--- src/rtl/serial_subtractor_pkg.sv ---
// Shared types and helpers for the bit-serial subtractor.
package sub_pkg;

  typedef enum logic [1:0] {
    IDLE,
    RUN,
    DONE
  } sub_state_t;

  // Cycle-counter width: $clog2(n), never narrower than one bit.
  function automatic int unsigned cnt_width(input int unsigned n);
    return (n <= 1) ? 1 : $clog2(n);
  endfunction

endpackage

--- src/rtl/serial_subtractor_fs_cell.sv ---
// One-bit dataflow full subtractor: d = a - b - bin, with borrow out.
module fs_cell (
  input  logic a_i,
  input  logic b_i,
  input  logic bin_i,
  output logic d_o,
  output logic bout_o
);

  assign d_o    = a_i ^ b_i ^ bin_i;
  assign bout_o = (~a_i & bin_i) | (~a_i & b_i) | (b_i & bin_i);

endmodule

--- src/rtl/serial_subtractor.sv ---
// Multi-cycle a - b - borr_in, BPC bits per clock through a chain of fs_cell slices.
module serial_subtractor
  import sub_pkg::*;
#(
  parameter int unsigned WIDTH = 8,
  parameter int unsigned BPC   = 1
) (
  input  logic             clk,
  input  logic             rst_n,
  input  logic             start,
  input  logic [WIDTH-1:0] a,
  input  logic [WIDTH-1:0] b,
  input  logic             borr_in,
  output logic             busy,
  output logic             done,
  output logic [WIDTH-1:0] diff,
  output logic             borr_out,
  output logic             ovf,
  output logic             zero
);

  localparam int unsigned N  = WIDTH / BPC;
  localparam int unsigned CW = cnt_width(N);

  if ((WIDTH < 2) || (BPC == 0) || ((WIDTH % BPC) != 0)) begin : g_bad_param
    $error("serial_subtractor: BPC must divide WIDTH and WIDTH must be >= 2");
  end

  sub_state_t       state_q, state_d;
  logic [CW-1:0]    cnt_q, cnt_d;
  logic [WIDTH-1:0] a_q, a_d;
  logic [WIDTH-1:0] b_q, b_d;
  logic [WIDTH-1:0] res_q, res_d;
  logic             borr_q, borr_d;
  logic [WIDTH-1:0] diff_q, diff_d;
  logic             borr_out_q, borr_out_d;
  logic             ovf_q, ovf_d;
  logic             zero_q, zero_d;

  logic [BPC:0]     chain_b;
  logic [BPC-1:0]   chain_d;
  logic [WIDTH-1:0] res_next;
  logic             last_cycle;

  assign chain_b[0] = borr_q;

  for (genvar i = 0; i < BPC; i++) begin : g_cell
    fs_cell u_cell (
      .a_i    (a_q[i]),
      .b_i    (b_q[i]),
      .bin_i  (chain_b[i]),
      .d_o    (chain_d[i]),
      .bout_o (chain_b[i+1])
    );
  end

  // New diff bits enter at the MSB end so the LSB chunk lands at bit 0 after N cycles.
  assign res_next   = WIDTH'({chain_d, res_q} >> BPC);
  assign last_cycle = (cnt_q == CW'(N - 1));

  always_comb begin
    state_d    = state_q;
    cnt_d      = cnt_q;
    a_d        = a_q;
    b_d        = b_q;
    res_d      = res_q;
    borr_d     = borr_q;
    diff_d     = diff_q;
    borr_out_d = borr_out_q;
    ovf_d      = ovf_q;
    zero_d     = zero_q;

    unique case (state_q)
      IDLE, DONE: begin
        if (start) begin
          a_d     = a;
          b_d     = b;
          borr_d  = borr_in;
          res_d   = '0;
          cnt_d   = '0;
          state_d = RUN;
        end else begin
          state_d = IDLE;
        end
      end
      RUN: begin
        a_d    = a_q >> BPC;
        b_d    = b_q >> BPC;
        res_d  = res_next;
        borr_d = chain_b[BPC];
        cnt_d  = cnt_q + 1'b1;
        if (last_cycle) begin
          // On the final chunk the operand MSBs sit at bit BPC-1 of the shift regs.
          diff_d     = res_next;
          borr_out_d = chain_b[BPC];
          ovf_d      = (a_q[BPC-1] != b_q[BPC-1]) && (res_next[WIDTH-1] != a_q[BPC-1]);
          zero_d     = (res_next == '0);
          state_d    = DONE;
        end
      end
      default: state_d = IDLE;
    endcase
  end

  always_ff @(posedge clk or negedge rst_n) begin
    if (!rst_n) begin
      state_q    <= IDLE;
      cnt_q      <= '0;
      a_q        <= '0;
      b_q        <= '0;
      res_q      <= '0;
      borr_q     <= 1'b0;
      diff_q     <= '0;
      borr_out_q <= 1'b0;
      ovf_q      <= 1'b0;
      zero_q     <= 1'b0;
    end else begin
      state_q    <= state_d;
      cnt_q      <= cnt_d;
      a_q        <= a_d;
      b_q        <= b_d;
      res_q      <= res_d;
      borr_q     <= borr_d;
      diff_q     <= diff_d;
      borr_out_q <= borr_out_d;
      ovf_q      <= ovf_d;
      zero_q     <= zero_d;
    end
  end

  assign busy     = (state_q == RUN);
  assign done     = (state_q == DONE);
  assign diff     = diff_q;
  assign borr_out = borr_out_q;
  assign ovf      = ovf_q;
  assign zero     = zero_q;

endmodule

--- config.mk ---
export PLATFORM = sky130hd
export DESIGN_NAME = serial_subtractor
export DESIGN_NICKNAME = d
export VERILOG_FILES = /design/src/rtl/serial_subtractor_pkg.sv /design/src/rtl/serial_subtractor_fs_cell.sv /design/src/rtl/serial_subtractor.sv
export SDC_FILE = /design/constraint.sdc
export NUM_CORES = 1
export LEC_CHECK = 0
export BUFFER_PORTS_ARGS = -buffer_cell sky130_fd_sc_hd__buf_4
export CORE_ASPECT_RATIO = 0.5
export CORE_MARGIN = 4
export CORE_UTILIZATION = 45
export DETAILED_ROUTE_END_ITERATION = 10
export PLACE_DENSITY = 0.78
export SKIP_LAST_GASP = 1
export SYNTH_ARGS = -nofsm -noshare
export SYNTH_HDL_FRONTEND = slang
export SYNTH_SLANG_ARGS = --single-unit
--- constraint.sdc ---
create_clock -name clk -period 3.8 [get_ports clk]
set_input_delay 0.57 -clock clk [delete_from_list [all_inputs] [get_ports clk]]
set_output_delay 0.57 -clock clk [all_outputs]
set_load 0.02 [all_outputs]
**Word level (Yosys, flattened, before mapping)**

Cells that the tools add are included.

- Register bits after elaboration: 41
- Latch bits: 0
- Bits in writable memories: 0
- Memory bits (read-only): 0
- Input port bits: 20
- Output and inout port bits: 13
- Logic and storage cells: 46
- Memories: 0

- Add/subtract/negate cells: 1
- $mul: 0
- Div/mod/pow operators: 0
- $lt $le $gt $ge: 0
- Equality and inequality tests: 7
- Shift operators: 0
- Multiplexer cells: 13
- Bitwise logic cells: 8
- Reductions and logical operators: 7

Operator list:

| operator | count |
|---|---|
| 8-bit one-hot mux with 2 select lines | 3 |
| 8-bit two-way mux | 3 |
| 8-bit zero test | 1 |
| 3-bit one-hot mux with 2 select lines | 1 |
| 2-bit one-hot mux with 2 select lines | 1 |
| 2-bit AND reduction | 2 |
| 3-bit by 1-bit adder with 3-bit output, second input constant | 1 |
| 1-bit bitwise AND | 3 |
| 3-bit equality test, second input constant | 1 |
| 3-bit two-way mux | 1 |
| 2-bit by 1-bit equality test with 1-bit output, second input constant | 1 |
| 2-bit equality test, second input constant | 1 |
| 2-bit zero test | 1 |
| 1-bit two-way mux | 2 |
| 2-bit two-way mux | 1 |
| 1-bit inequality test | 2 |
| 2-bit by 1-bit inequality test with 1-bit output, second input constant | 1 |
| 2-bit inequality test, second input constant | 1 |
| 1-bit bitwise OR | 2 |
| 1-bit one-hot mux with 2 select lines | 1 |
| 2-bit nonzero test | 1 |
| 2-bit OR reduction | 1 |
| 1-bit bitwise XOR | 2 |
| 1-bit logical AND | 1 |
| 1-bit inverter | 1 |

**Longest topological paths before layout**

- Depth after elaboration: 5
- Mapped depth: 6
- Depth with buffers taken out: 5

**By module**

Synthesis repeated with hierarchy kept, for this count alone.

- Cells, all modules: 157
- Area total of the unflattened synthesis: 1,774.2 sq um

Modules (own cells, without submodules):

| module | instances | cells an instance | area an instance (sq um) | sequential area each (sq um) |
|---|---|---|---|---|
| serial_subtractor | 1 | 154 | 1,746.7 | 1,001.0 |
| fs_cell | 1 | 3 | 27.5 | 0.0 |

**Least setup slack after synthesis**

Ideal clock, no wire load.

- Path type: flip-flop to flip-flop
- From: reg cnt_q[0]
- To: reg borr_out_q (netlist: borr_out)
- Arrival time: 1,332 ps
- Setup slack: 2,344 ps
- Cell stages (with the launch flop): 6
- Path buffers: 1
- Clock period less this slack: 1,456 ps
- Cells stage by stage: dfrtp_1 -> ha_1 -> ha_1 -> nand3b_4 -> buf_6 -> mux2_2

- Longest elaborated chain between the ends: 2

Ends and longest elaborated chain:

| item | RTL line | text |
|---|---|---|
| start: declaration | serial_subtractor.sv:30 | `logic [CW-1:0] cnt_q, cnt_d;` |
| start signal: assignment | serial_subtractor.sv:119 | `cnt_q <= cnt_d;` |
| 3-bit equality test | serial_subtractor.sv:59 | `assign last_cycle = (cnt_q == CW'(N - 1));` |
| 2-bit AND reduction (no line) | -- |  |
| end signal: assignment | serial_subtractor.sv:125 | `borr_out_q <= borr_out_d;` |
| end: declaration | serial_subtractor.sv:36 | `logic borr_out_q, borr_out_d;` |

Every way passes these cells.
A chain may end at the register's enable or synchronous reset.

**Worst setup path after layout**

- From: reg state_q[0]
- To: out busy

- Longest elaborated chain between the ends: 1

Ends and longest elaborated chain:

| item | RTL line | text |
|---|---|---|
| start: declaration | serial_subtractor.sv:29 | `sub_state_t state_q, state_d;` |
| start signal: assignment | serial_subtractor.sv:118 | `state_q <= state_d;` |
| 2-bit by 1-bit equality test with 1-bit output | serial_subtractor.sv:131 | `assign busy = (state_q == RUN);` |
| end: declaration | serial_subtractor.sv:14 | `output logic busy,` |

Every way passes these cells.

==> flow_metrics.tcl <==
set metrics [dict create \
    status "finished clean" \
    drive_gt1_frac 0.278 \
    synth_nets 179 \
    layout_common_cells "dfrtp_1, nand2_1, buf_4" \
    slew_violations 0 \
    io-pin-count 33 \
    hpwl_mm 2.33 \
    skew_ns 0.00699 \
    hold_path_class "in -> async" \
    clk_path_buf_depth 2 \
    rr_endpoint "zero$_DFFE_PN0P_" \
    max_slew_margin 0.577 \
    setup.worst_path.class "reg -> out" \
    cp-start-kind "flop" \
    syn_area_sq_mm 0.00174 \
    drt-total-wl_mm 3.39 \
    slowest_stage "dfrtp_1" \
    post-place-cells 230 \
    drtIter0Drc 89 \
    synth_top_area_frac 0.575 \
    finalSetupViolations 0 \
    postSynthCellCount 155 \
    htree_levels 2 \
    dr.pass1.iters 4 \
    max_stage_delay_ns 0.44 \
    cp.arrival_ns 1.48 \
    maxCapViolCount 0 \
    r2r_setup_slack_ns 2.17 \
    path_cells "nand2b_1 > buf_4 > clkinv_8 > buf_4" \
    ir_drop_mv 0.281 \
    final_hold_viol_count 0 \
    clock_sink_count 40 \
    design_area_sq_mm 0.00209 \
    numCtsBuffers 5 \
    synth.area.top_cells "dfrtp_1, nand2_1, a31oi_1, mux2_2, a22o_1" \
    wire_per_inst_um 14.2 \
    ys_seq_area_frac 0.575 \
    grt_overflow_total 0 \
    setup_tns_ns 0 \
    cts_setup_buffers 0 \
    gp_congestion 0.717 \
    grt_usage 0.158 \
    fin_crit_ns 2.05 \
    nNetsFinal 210 \
    grt_max_degree 41 \
    fp-row-count 15 \
    grt_pass1_wl_mm 5.84 \
    mostFrequentLayoutCell "dfrtp_1" \
    ctsResizeCount 0 \
    nFillCells 298 \
    drc 0 \
    fmax_ghz 0.487 \
    viasPerCell 5.11 \
    vias 1217 \
    synth-seq-cells 40 \
    stdcell_count 238 \
    cts_root_buffer "clkbuf_8" \
    path_clk_slew_ns 0.08 \
    hold_slack_ns 0.242 \
    critPathMaxFanout 35 \
    die_h_um 52.0 \
    yosysTopAreaCell "dfrtp_1" \
    rsz0062_at_grt "false" \
    antenna_found_initial 0 \
    end_kind "primary output" \
    grt_pass1_vias 1214 \
    clock_latency_ns 0.29 \
    rr_worst_depth 5 \
    initial_core_util 0.488 \
    die_width_um 96.0 \
    period_share 0.541 \
    die_area_sq_mm 0.00499 \
    p_per_area_mw_per_mm2 897 \
    antenna_cells 0 \
    cts_hold_buf 0 \
    synth_area_per_cell_sq_um 11.2 \
    cp.required_ns 3.23 \
    r2r-start "a_q[0]$_DFFE_PN0P_" \
    ant_nets 0 \
    max_slew.worst_pin.slew_ns 0.634 \
    portBuffers 32 \
    placed_area_sq_mm 0.00198 \
    cts_tree "built" \
    crit_path_frequent_cell "buf_4" \
    yosysWarnings 0 \
    netlist-cell-type-count 26 \
    syn_to_final_growth_pct 19.8 \
    coreArea_sq_mm 0.00357 \
    leakage_nw 0.998 \
]
-- flip-flops by register name, indices dropped and copies added, names as in the netlist --
register and count:
borr_q 1, cnt_q 3, state_q 2, borr_out 1, ovf 1, res_q 7
a_q 8, zero 1, b_q 8, diff 8
-- final cells by class --
| type | count | area (sq um) | share of cell area |
|---|---|---|---|
| Sequential cell | 40 | 1000 | 0.480 |
| Multi-Input combinational cell | 102 | 636 | 0.305 |
| Timing Repair Buffer | 34 | 255 | 0.122 |
| Clock buffer | 6 | 72.6 | 0.0348 |
| Tap cell | 51 | 63.8 | 0.0306 |
| Clock inverter | 2 | 35.0 | 0.0168 |
| Inverter | 3 | 23.8 | 0.0114 |
-- cell families (layout without fill, tap and decap cells) --
logic type      Yosys count  after routing  synth area share
simple gates             58             58             0.150
compound gates           31             31             0.125
fa+ha+maj                 4              4            0.0330
buf+inv                  13             45            0.0603
xor+xnor                  1              1           0.00503
flops                    40             40             0.575
mux                       8              8            0.0517
-- stage by stage --
| stage | util | setup WS [ns] | power [mW] |
|---|---|---|---|
| finish | 0.585 | 1.75 | 1.87 |
| detailed placement | 0.555 | 2.06 | 1.55 |
| global placement | 0.555 | 2.10 | 1.50 |
| global route | 0.585 | 1.64 | 2.02 |
| floorplan | - | 2.34 | 1.33 |
| CTS | 0.585 | 1.74 | 1.89 |
-- power by group --
group,internal [mW],leakage [nW],switching (mW)
Clock,0.195,0.0552,0.146
Combinational,0.346,0.460,0.427
Sequential,0.624,0.483,0.134
Total,1.17,0.998,0.706
-- worst max path at each step --
stage / start / endpoint / slack [ns]
final: state_q[0]$_DFFE_PN0P_ / busy / 1.75
after global routing: state_q[0]$_DFFE_PN0P_ / busy / 1.64
after CTS: state_q[0]$_DFFE_PN0P_ / busy / 1.74
after detailed placement: state_q[0]$_DFFE_PN0P_ / busy / 2.06
after global placement: state_q[0]$_DFFE_PN0P_ / busy / 2.10
after floorplan: cnt_q[0]$_DFFE_PN0P_ / borr_out$_DFFE_PN0P_ / 2.34
-- layer usage --
metal / share of wire / wire length (um) / vias up / global-route usage
li1: - / - / 591 / -
met4: 0.016 / 54 / 0 / 0.0637
met5: 0 / 0 / - / 0
met2: 0.48 / 1630 / 20 / 0.254
met3: 0.040 / 136 / 5 / 0.0405
met1: 0.46 / 1570 / 601 / 0.205
-- critical path: cells and delay by family (launching register included) --
family / cells / cell delay, ns
and+or+nand+nor: 1 / 0.09
buffers and inverters: 3 / 0.65
DFF: 1 / 0.44
-- Yosys cell counts (all sizes together) --
master	number
nand2b	2
nor2	16
nor4b	1
clkbuf	1
fa	1
o31ai	1
dfrtp	40
buf	9
ha	3
mux2	8
o21ai	4
a22o	10
clkinv	1
inv	2
nand3b	1
a31oi	15
nor4	1
and2b	1
nor2b	1
xor2	1
nand2	34
o2bb2ai	1
nand3	1
No activity file was read; power rests on OpenSTA's default activity.
